==> config.mk <==
export PLATFORM = sky130hd
export DESIGN_NAME = xbar_target_arbiter
export DESIGN_NICKNAME = d
export VERILOG_FILES = /design/src/rtl/xbar_pkg.sv /design/src/rtl/xbar_spill_reg.sv /design/src/rtl/xbar_target_arbiter.sv
export SDC_FILE = /design/constraint.sdc
export NUM_CORES = 1
export LEC_CHECK = 0
export ABC_AREA = 1
export ABC_CLOCK_PERIOD_IN_PS = 3900
export BUFFER_PORTS_ARGS = -buffer_cell sky130_fd_sc_hd__buf_2
export CAP_MARGIN = 15
export CELL_PAD_IN_SITES_DETAIL_PLACEMENT = 0
export CELL_PAD_IN_SITES_GLOBAL_PLACEMENT = 1
export CORE_ASPECT_RATIO = 0.75
export CORE_MARGIN = 1
export CORE_UTILIZATION = 22
export CTS_CLUSTER_SIZE = 8
export DETAILED_ROUTE_END_ITERATION = 10
export GPL_ROUTABILITY_DRIVEN = 0
export PLACE_DENSITY_LB_ADDON = 0.1
export SLEW_MARGIN = 20
export SYNTH_ARGS = -nofsm -noshare
export SYNTH_HDL_FRONTEND = slang
export SYNTH_SLANG_ARGS = --single-unit
export TNS_END_PERCENT = 30
==> constraint.sdc <==
create_clock -name clk_i -period 3.9 [get_ports clk_i]
set_input_delay 0.78 -clock clk_i [delete_from_list [all_inputs] [get_ports clk_i]]
set_output_delay 0.78 -clock clk_i [all_outputs]
set_load 0.005 [all_outputs]
==> src/rtl/xbar_pkg.sv <==
// Shared types and helpers for the crossbar target-side arbiter.
package xbar_pkg;

  localparam int unsigned MaxNumIn = 64;

  typedef enum logic {
    IDLE   = 1'b0,
    LOCKED = 1'b1
  } arb_state_e;

  function automatic int unsigned idx_width(input int unsigned n);
    return (n > 1) ? $clog2(n) : 1;
  endfunction

endpackage

==> src/rtl/xbar_spill_reg.sv <==
// One-entry valid/ready register stage: one cycle latency, full throughput,
// and valid_o depends only on the stored state.
module xbar_spill_reg #(
  parameter int unsigned Width = 32
) (
  input  logic             clk_i,
  input  logic             rst_ni,
  input  logic             valid_i,
  output logic             ready_o,
  input  logic [Width-1:0] data_i,
  output logic             valid_o,
  input  logic             ready_i,
  output logic [Width-1:0] data_o
);

  logic             full_q;
  logic [Width-1:0] data_q;

  // Accept when empty, or when the held entry leaves in this same cycle.
  assign ready_o = !full_q || ready_i;
  assign valid_o = full_q;
  assign data_o  = data_q;

  always_ff @(posedge clk_i) begin
    if (!rst_ni) begin
      full_q <= 1'b0;
    end else if (ready_o) begin
      full_q <= valid_i;
    end
  end

  always_ff @(posedge clk_i) begin
    if (ready_o && valid_i) begin
      data_q <= data_i;
    end
  end

endmodule

==> src/rtl/xbar_target_arbiter.sv <==
// Round-robin arbiter letting NumIn initiators share one target, with an
// optional grant lock (valid/ready mode) and an optional output register.
module xbar_target_arbiter
  import xbar_pkg::*;
#(
  parameter int unsigned NumIn     = 4,
  parameter int unsigned DataWidth = 32,
  parameter bit          AxiVldRdy = 1'b1,
  parameter bit          SpillReg  = 1'b0,
  localparam int unsigned IdxW     = idx_width(NumIn)
) (
  input  logic                           clk_i,
  input  logic                           rst_ni,
  input  logic [NumIn-1:0]               valid_i,
  output logic [NumIn-1:0]               ready_o,
  input  logic [NumIn-1:0][DataWidth-1:0] data_i,
  output logic                           valid_o,
  input  logic                           ready_i,
  output logic [DataWidth-1:0]           data_o,
  output logic [IdxW-1:0]                idx_o
);

  if (NumIn == 0 || NumIn > MaxNumIn) begin : g_bad_num_in
    $fatal(1, "xbar_target_arbiter: NumIn must be within 1..64");
  end

  arb_state_e           state_q;
  logic [IdxW-1:0]      rr_q;
  logic [IdxW-1:0]      lock_idx_q;
  logic [IdxW-1:0]      scan_idx;
  logic [IdxW-1:0]      cand;
  logic                 scan_found;
  logic [IdxW-1:0]      win_idx;
  logic [DataWidth-1:0] win_data;
  logic                 locked;
  logic                 arb_valid;
  logic                 down_ready;
  logic                 xfer;

  // First asserted request at or above the pointer, wrapping at NumIn-1.
  always_comb begin
    scan_idx   = '0;
    scan_found = 1'b0;
    cand       = '0;
    for (int unsigned k = 0; k < NumIn; k++) begin
      cand = IdxW'((32'(rr_q) + k) % NumIn);
      if (!scan_found && valid_i[cand]) begin
        scan_found = 1'b1;
        scan_idx   = cand;
      end
    end
  end

  assign locked    = (state_q == LOCKED);
  assign win_idx   = locked ? lock_idx_q : scan_idx;
  assign win_data  = data_i[win_idx];
  // Masking with rst_ni keeps every handshake silent while reset is held.
  assign arb_valid = rst_ni && (locked ? valid_i[lock_idx_q] : scan_found);
  assign xfer      = arb_valid && down_ready;

  for (genvar gi = 0; gi < NumIn; gi++) begin : g_ready
    assign ready_o[gi] = xfer && (win_idx == IdxW'(gi));
  end

  always_ff @(posedge clk_i) begin
    if (!rst_ni) begin
      state_q    <= IDLE;
      rr_q       <= '0;
      lock_idx_q <= '0;
    end else begin
      if (xfer) begin
        rr_q <= (win_idx == IdxW'(NumIn - 1)) ? '0 : win_idx + IdxW'(1);
      end
      case (state_q)
        IDLE: begin
          if (AxiVldRdy && arb_valid && !down_ready) begin
            state_q    <= LOCKED;
            lock_idx_q <= win_idx;
          end
        end
        LOCKED: begin
          if (down_ready) begin
            state_q <= IDLE;
          end
        end
        default: state_q <= IDLE;
      endcase
    end
  end

  if (SpillReg) begin : g_spill
    logic                      sp_valid;
    logic [IdxW+DataWidth-1:0] sp_data;

    xbar_spill_reg #(
      .Width(IdxW + DataWidth)
    ) u_spill (
      .clk_i  (clk_i),
      .rst_ni (rst_ni),
      .valid_i(arb_valid),
      .ready_o(down_ready),
      .data_i ({win_idx, win_data}),
      .valid_o(sp_valid),
      .ready_i(ready_i),
      .data_o (sp_data)
    );

    assign valid_o         = sp_valid && rst_ni;
    assign {idx_o, data_o} = sp_data;
  end else begin : g_direct
    assign down_ready = ready_i;
    assign valid_o    = arb_valid;
    assign data_o     = win_data;
    assign idx_o      = win_idx;
  end

endmodule
==> results.py, run 1 <==
metrics = {
    "logic_synthesis": {
        "netlist_instances": 293,
        "avgSynthCellArea_sq_um": 5.61,
        "ys_top_cells_by_area": "nand2_1, nand3_1, nand4_1, nand3_2, dfxtp_1",
        "synth_area_sq_um": 1640,
        "ys_seq_area_frac": 0.0609,
        "yosysWarnings": 0,
        "synthDistinctLibCells": 25,
        "yosys.area.top_type": "nand2_1",
        "synth_top_area_frac": 0.242,
        "syn-num-nets": 428,
        "ys_ff_latch": 5,
    },
    "critical_path": {
        "start_kind": "input pin",
        "crit_chain": "buf_2 > inv_1 > nand2_1 > nand3_1 > nand2_1 > nor2_4 > nand3_2 > nand2_2 > nor2_4 > nor2_8 > buf_4 > nand3_1 > nand4_1 > buf_2",
        "crit_cells": 14,
        "ff2ff_path_depth": 14,
        "critPathMaxStageDelay_ns": 0.42,
        "worst_setup_path_end_kind": "output pin",
        "r2r_setup_slack_ns": 1.54,
        "critPathKind": "input pin to output pin",
        "cp.arrival_ns": 2.78,
        "crit_required_ns": 3.12,
        "cp_slowest_cell": "buf_4",
        "path_delay_family": "simple AND/OR/NAND/NOR gates",
        "worstPathMaxFanout": 30,
        "cp.buffers_inverters": 4,
    },
    "flow_run": {
        "cap_violations": 0,
    },
    "timing": {
        "finalCritPeriodShare": 0.914,
        "tightest_slew_ns": 0.757,
        "finalSetupViolCount": 0,
        "whs_ns": 0.554,
        "finalMaxSlewViolations": 0,
        "clock_skew_ns": 0.00489,
        "hold_violations": 0,
        "grt_setup_unrepaired": "no",
        "maxSlewHeadroom": 0.494,
        "finalSetupTns_ns": 0,
        "fin_crit_ns": 3.56,
        "fmax_mhz": 281,
    },
    "global_route": {
        "grt_pass1_vias": 2311,
        "grt_start_max_net_pins": 36,
        "grt_usage": 0.169,
        "grt_overflow": 0,
        "grt_pass1_wl_um": 10700,
        "antenna_found_initial": 0,
    },
    "clocking": {
        "cts_buffer_depth": 2,
        "cts.sinks": 5,
        "cts_made_buffers": 3,
        "post-cts-setup-buffer-count": 0,
        "htree_levels": 1,
        "clkLatencyLatePin_ns": 0.23,
        "cts_resized": 0,
        "cts_hold_buffers": 0,
        "clk_pin_slew_ns": 0.03,
        "cts_tree": "done",
        "cts_root_buf": "clkbuf_8",
    },
    "power_and_ir_drop": {
        "p_leak_nw": 1.41,
        "ir_drop_mv": 0.172,
        "p_per_area_nw_per_um2": 379,
    },
    "final_layout": {
        "final_cell_area_sq_um": 2570,
        "finalNetCount": 591,
        "drive_above_1_share": 0.475,
        "n_antenna_cell": 0,
        "area_delta_synth_final_pct": 56.2,
        "nFillCells": 819,
    },
    "die": {
        "io_pins": 174,
        "die_w_um": 102,
        "num_rows": 26,
        "fp.coreArea_sq_um": 7030,
        "fp.dieH_um": 76.8,
        "initial_core_util": 0.234,
        "dieArea_sq_um": 7820,
    },
    "routing": {
        "viasPerCell": 4.67,
        "first_iter_violations": 92,
        "post_drt_wl_per_cell_um": 12.8,
        "dr.pass1.iters": 4,
        "via_count": 2584,
        "ant_nets": 0,
        "routed_wirelength_um": 7060,
        "drcViolationCount": 0,
    },
    "place": {
        "placed_cell_area_sq_um": 2520,
        "dp_hpwl_um": 5540,
        "io_buffer_count": 173,
    },
    "hold_path": {
        "min_delay_path_depth": 2,
        "holdCritPathClass": "flop to flop",
    },
    "run_status": {
        "status": "completed",
    },
}
synthesized netlist by cell type:
master	instances
nand3_2	19
buf_6	4
dfxtp_1	5
nand4_1	33
nand2_2	3
nor2_4	4
nand3_1	56
o21ai_1	2
nor2_2	2
nand2_8	1
o21ai_0	3
nor3_1	2
nor2_1	5
a31oi_1	1
buf_2	13
o211ai_1	1
buf_4	1
nor2_8	2
nand2_1	106
inv_1	19
buf_8	2
inv_2	3
o21bai_1	1
inv_4	1
a21oi_1	4
final cells by class:
class | instances | area [sq um] | share of cell area
clock buffers | 4 | 45.0 | 0.0176
repair buffers | 178 | 903 | 0.352
well taps | 98 | 123 | 0.0478
multi-input cells | 245 | 1310 | 0.509
flip-flops and latches | 5 | 100 | 0.0390
inverters | 23 | 88.8 | 0.0346
path summary, 6_finish.rpt:
path / startpoint / to
setup / recovery: valid_i[2] / data_o[24]
hold / removal: lock_idx_q[1]$_SDFFE_PN0P_ / lock_idx_q[1]$_SDFFE_PN0P_
hold reg to reg: lock_idx_q[1]$_SDFFE_PN0P_ / lock_idx_q[1]$_SDFFE_PN0P_
setup reg to reg: rr_q[0]$_SDFFE_PN0P_ / rr_q[1]$_SDFFE_PN0P_
sequential cells by signal, indices dropped and copies added, names as in the netlist:
register / count
lock_idx_q: 2
rr_q: 2
locked: 1
stage by stage:
stage               utilization  cells  setup WS (ns)  power [W]
finish                    0.365    553          0.336   0.000973
global route              0.365    553          0.113    0.00108
CTS                       0.365    553          0.339   0.000987
detailed placement        0.359    549          0.353   0.000888
global placement          0.359    549          0.366   0.000897
floorplan                     -    293           1.09   0.000614
routing by layer:
layer | part of all wire | GRT usage
met5 | 0 | 0
met4 | 0.012 | 0.0348
met3 | 0.079 | 0.0292
met2 | 0.47 | 0.305
met1 | 0.44 | 0.207
cells by family (layout without fill, tap and decap cells):
logic type | count (synthesis) | in the layout | share of synthesized area
buffers and inverters | 43 | 205 | 0.144
DFF | 5 | 5 | 0.0609
AOI/OAI and AO/OA | 12 | 12 | 0.0404
and+or+nand+nor | 233 | 233 | 0.755
placed cells by master, fill, tap and decap left out, drive strengths merged:
cell type / count
buf: 178
inv: 23
o21ai: 5
o21bai: 1
a21oi: 4
nor3: 2
clkbuf: 4
nand2: 110
o211ai: 1
a31oi: 1
nand3: 75
nand4: 33
nor2: 13
dfxtp: 5
report_power, final:
| group | internal, W | switching [W] |
|---|---|---|
| Combinational | 0.000314 | 0.000498 |
| Sequential | 0.0000567 | 0.00000777 |
| Clock | 0.0000702 | 0.0000264 |
tightest hold or removal path: cells and delay by family, from the launching register on:
kind | cells | cell delay (ns)
flip-flops | 1 | 0.31
buffers and inverters | 1 | 0.11
AO/OA/AOI/OAI | 1 | 0.08
No activity file was read; power rests on OpenSTA's default activity.
==> inputs of run 2 (changes only) <==
--- a/config.mk
+++ b/config.mk
@@ -11,7 +11,6 @@
 export CAP_MARGIN = 15
 export CELL_PAD_IN_SITES_DETAIL_PLACEMENT = 0
 export CELL_PAD_IN_SITES_GLOBAL_PLACEMENT = 1
-export CORE_ASPECT_RATIO = 0.75
 export CORE_MARGIN = 1
 export CORE_UTILIZATION = 22
 export CTS_CLUSTER_SIZE = 8
==> run 2 against run 1 <==
Net effect:
- sequential share of layout area barely moved
- register-to-register slack hardly changed
- design area increased by 1.0%
- non-clock buffer count did not move
- setup slack improved by 0.065 ns
==> results.py, run 2 (synthesis results as in run 1) <==
metrics = {
    "run_status": {
        "status": "completed",
    },
    "flow_run": {
        "cap_violations": 0,
    },
    "hold_path": {
        "holdCritPathClass": "flop to flop",
    },
    "critical_path": {
        "critPathKind": "input pin to output pin",
        "crit_chain": "buf_2 > inv_1 > nand2_2 > nand3_1 > nand2_1 > nor2_4 > nand2_1 > nor2_2 > nor2_4 > nand2_8 > inv_4 > nor2_8 > nand2_1 > nand4_1 > buf_2",
        "path_delay_family": "simple AND/OR/NAND/NOR gates",
        "worstPathMaxFanout": 32,
        "critPathMaxStageDelay_ns": 0.40,
        "worst_setup_path_end_kind": "output pin",
        "crit_required_ns": 3.12,
        "start_kind": "input pin",
        "cp_slowest_cell": "nor2_8",
        "worst_path_most_repeated_cell": "nand2_1",
        "cp.buffers_inverters": 4,
        "cp.arrival_ns": 2.72,
    },
    "clocking": {
        "post-cts-setup-buffer-count": 0,
        "cts_tree": "done",
        "cts_resized": 0,
        "cts_made_buffers": 3,
        "cts_hold_buffers": 0,
        "clk_pin_slew_ns": 0.04,
        "cts_root_buf": "clkbuf_8",
        "cts_buffer_depth": 2,
        "htree_levels": 1,
        "cts.sinks": 5,
        "clkLatencyLatePin_ns": 0.23,
    },
    "timing": {
        "finalSetupTns_ns": 0,
        "fin_crit_ns": 3.50,
        "whs_ns": 0.532,
        "finalSetupViolCount": 0,
        "fin_ws_ns": 0.401,
        "clock_skew_ns": 0.00195,
        "finalCritPeriodShare": 0.897,
        "tightest_slew_ns": 0.484,
        "hold_violations": 0,
        "grt_setup_unrepaired": "no",
        "fmax_mhz": 286,
        "maxSlewHeadroom": 0.678,
        "finalMaxSlewViolations": 0,
    },
    "final_layout": {
        "area_delta_synth_final_pct": 57.8,
        "final_cell_mix": "buf_2, nand2_1, nand3_1",
        "finalNetCount": 591,
        "n_antenna_cell": 0,
        "mostFrequentLayoutCell": "buf_2",
        "stdcell_count": 554,
        "drive_above_1_share": 0.475,
    },
    "place": {
        "preCtsSetupSlack_ns": 0.394,
        "dp_hpwl_um": 5750,
        "io_buffer_count": 173,
        "dp.cells": 550,
    },
    "die": {
        "dieArea_sq_um": 7820,
        "die_w_um": 88.4,
        "num_rows": 31,
        "io_pins": 174,
        "fp.coreArea_sq_um": 7250,
        "fp.dieH_um": 88.4,
        "initial_core_util": 0.226,
    },
    "power_and_ir_drop": {
        "p_per_area_nw_per_um2": 386,
        "p_leak_nw": 1.41,
        "ir_drop_mv": 0.201,
        "fin_total_pwr_w": 0.00100,
    },
    "routing": {
        "viasPerCell": 4.63,
        "routed_wirelength_um": 7420,
        "ant_nets": 0,
        "first_iter_violations": 92,
        "drcViolationCount": 0,
        "dr.pass1.iters": 4,
        "via_count": 2565,
        "post_drt_wl_per_cell_um": 13.4,
    },
    "global_route": {
        "grt_pass1_vias": 2089,
        "grt_usage": 0.169,
        "grt_start_max_net_pins": 62,
        "grt_pass1_wl_um": 10400,
        "grt_overflow": 0,
        "antenna_found_initial": 0,
    },
}
==> run 2: routing by layer <==
| layer | routed length [um] | track usage | vias to the layer above | share of wire |
|---|---|---|---|---|
| met4 | 29 | 0.0279 | 0 | 0.0039 |
| li1 | - | - | 1325 | - |
| met1 | 3050 | 0.201 | 1125 | 0.41 |
| met5 | 0 | 0 | - | 0 |
| met2 | 3730 | 0.314 | 109 | 0.50 |
| met3 | 606 | 0.0354 | 6 | 0.082 |
==> run 2: metrics by stage <==
stage           util  instance area [sq um]
6_report       0.357                   2590
5_1_grt        0.357                   2590
4_1_cts        0.357                   2590
3_5_place_dp   0.351                   2550
3_3_place_gp   0.351                   2550
2_1_floorplan      -                   1640
==> run 2: report_power, final <==
part	switching, W	internal (W)
logic	0.000508	0.000329
clock network	0.0000279	0.0000704
registers	0.00000804	0.0000566
total	0.000544	0.000456
==> run 2: cell type report <==
| type | count | area [sq um] |
|---|---|---|
| flip-flops and latches | 5 | 100 |
| clock buffers | 4 | 45.0 |
| repair buffers | 178 | 928 |
| well taps | 99 | 124 |
| inverters | 23 | 88.8 |
| fillers | 809 | 4660 |
| multi-input cells | 245 | 1310 |
==> run 2: path summary, 6_finish.rpt <==
| path | cells after the start | startpoint | slack, ns | to |
|---|---|---|---|---|
| max | 15 | valid_i[1] | 0.40 | data_o[10] |
| min | 2 | lock_idx_q[1]$_SDFFE_PN0P_ | 0.53 | lock_idx_q[1]$_SDFFE_PN0P_ |
| max reg2reg | 13 | rr_q[0]$_SDFFE_PN0P_ | 1.54 | rr_q[1]$_SDFFE_PN0P_ |
| min reg2reg | 2 | lock_idx_q[1]$_SDFFE_PN0P_ | 0.53 | lock_idx_q[1]$_SDFFE_PN0P_ |
==> run 2: tightest hold or removal path: cells and delay by family, from the launching register on <==
| family | cells | cell delay [ns] |
|---|---|---|
| compound gates | 1 | 0.07 |
| buf+inv | 1 | 0.10 |
| flops | 1 | 0.30 |
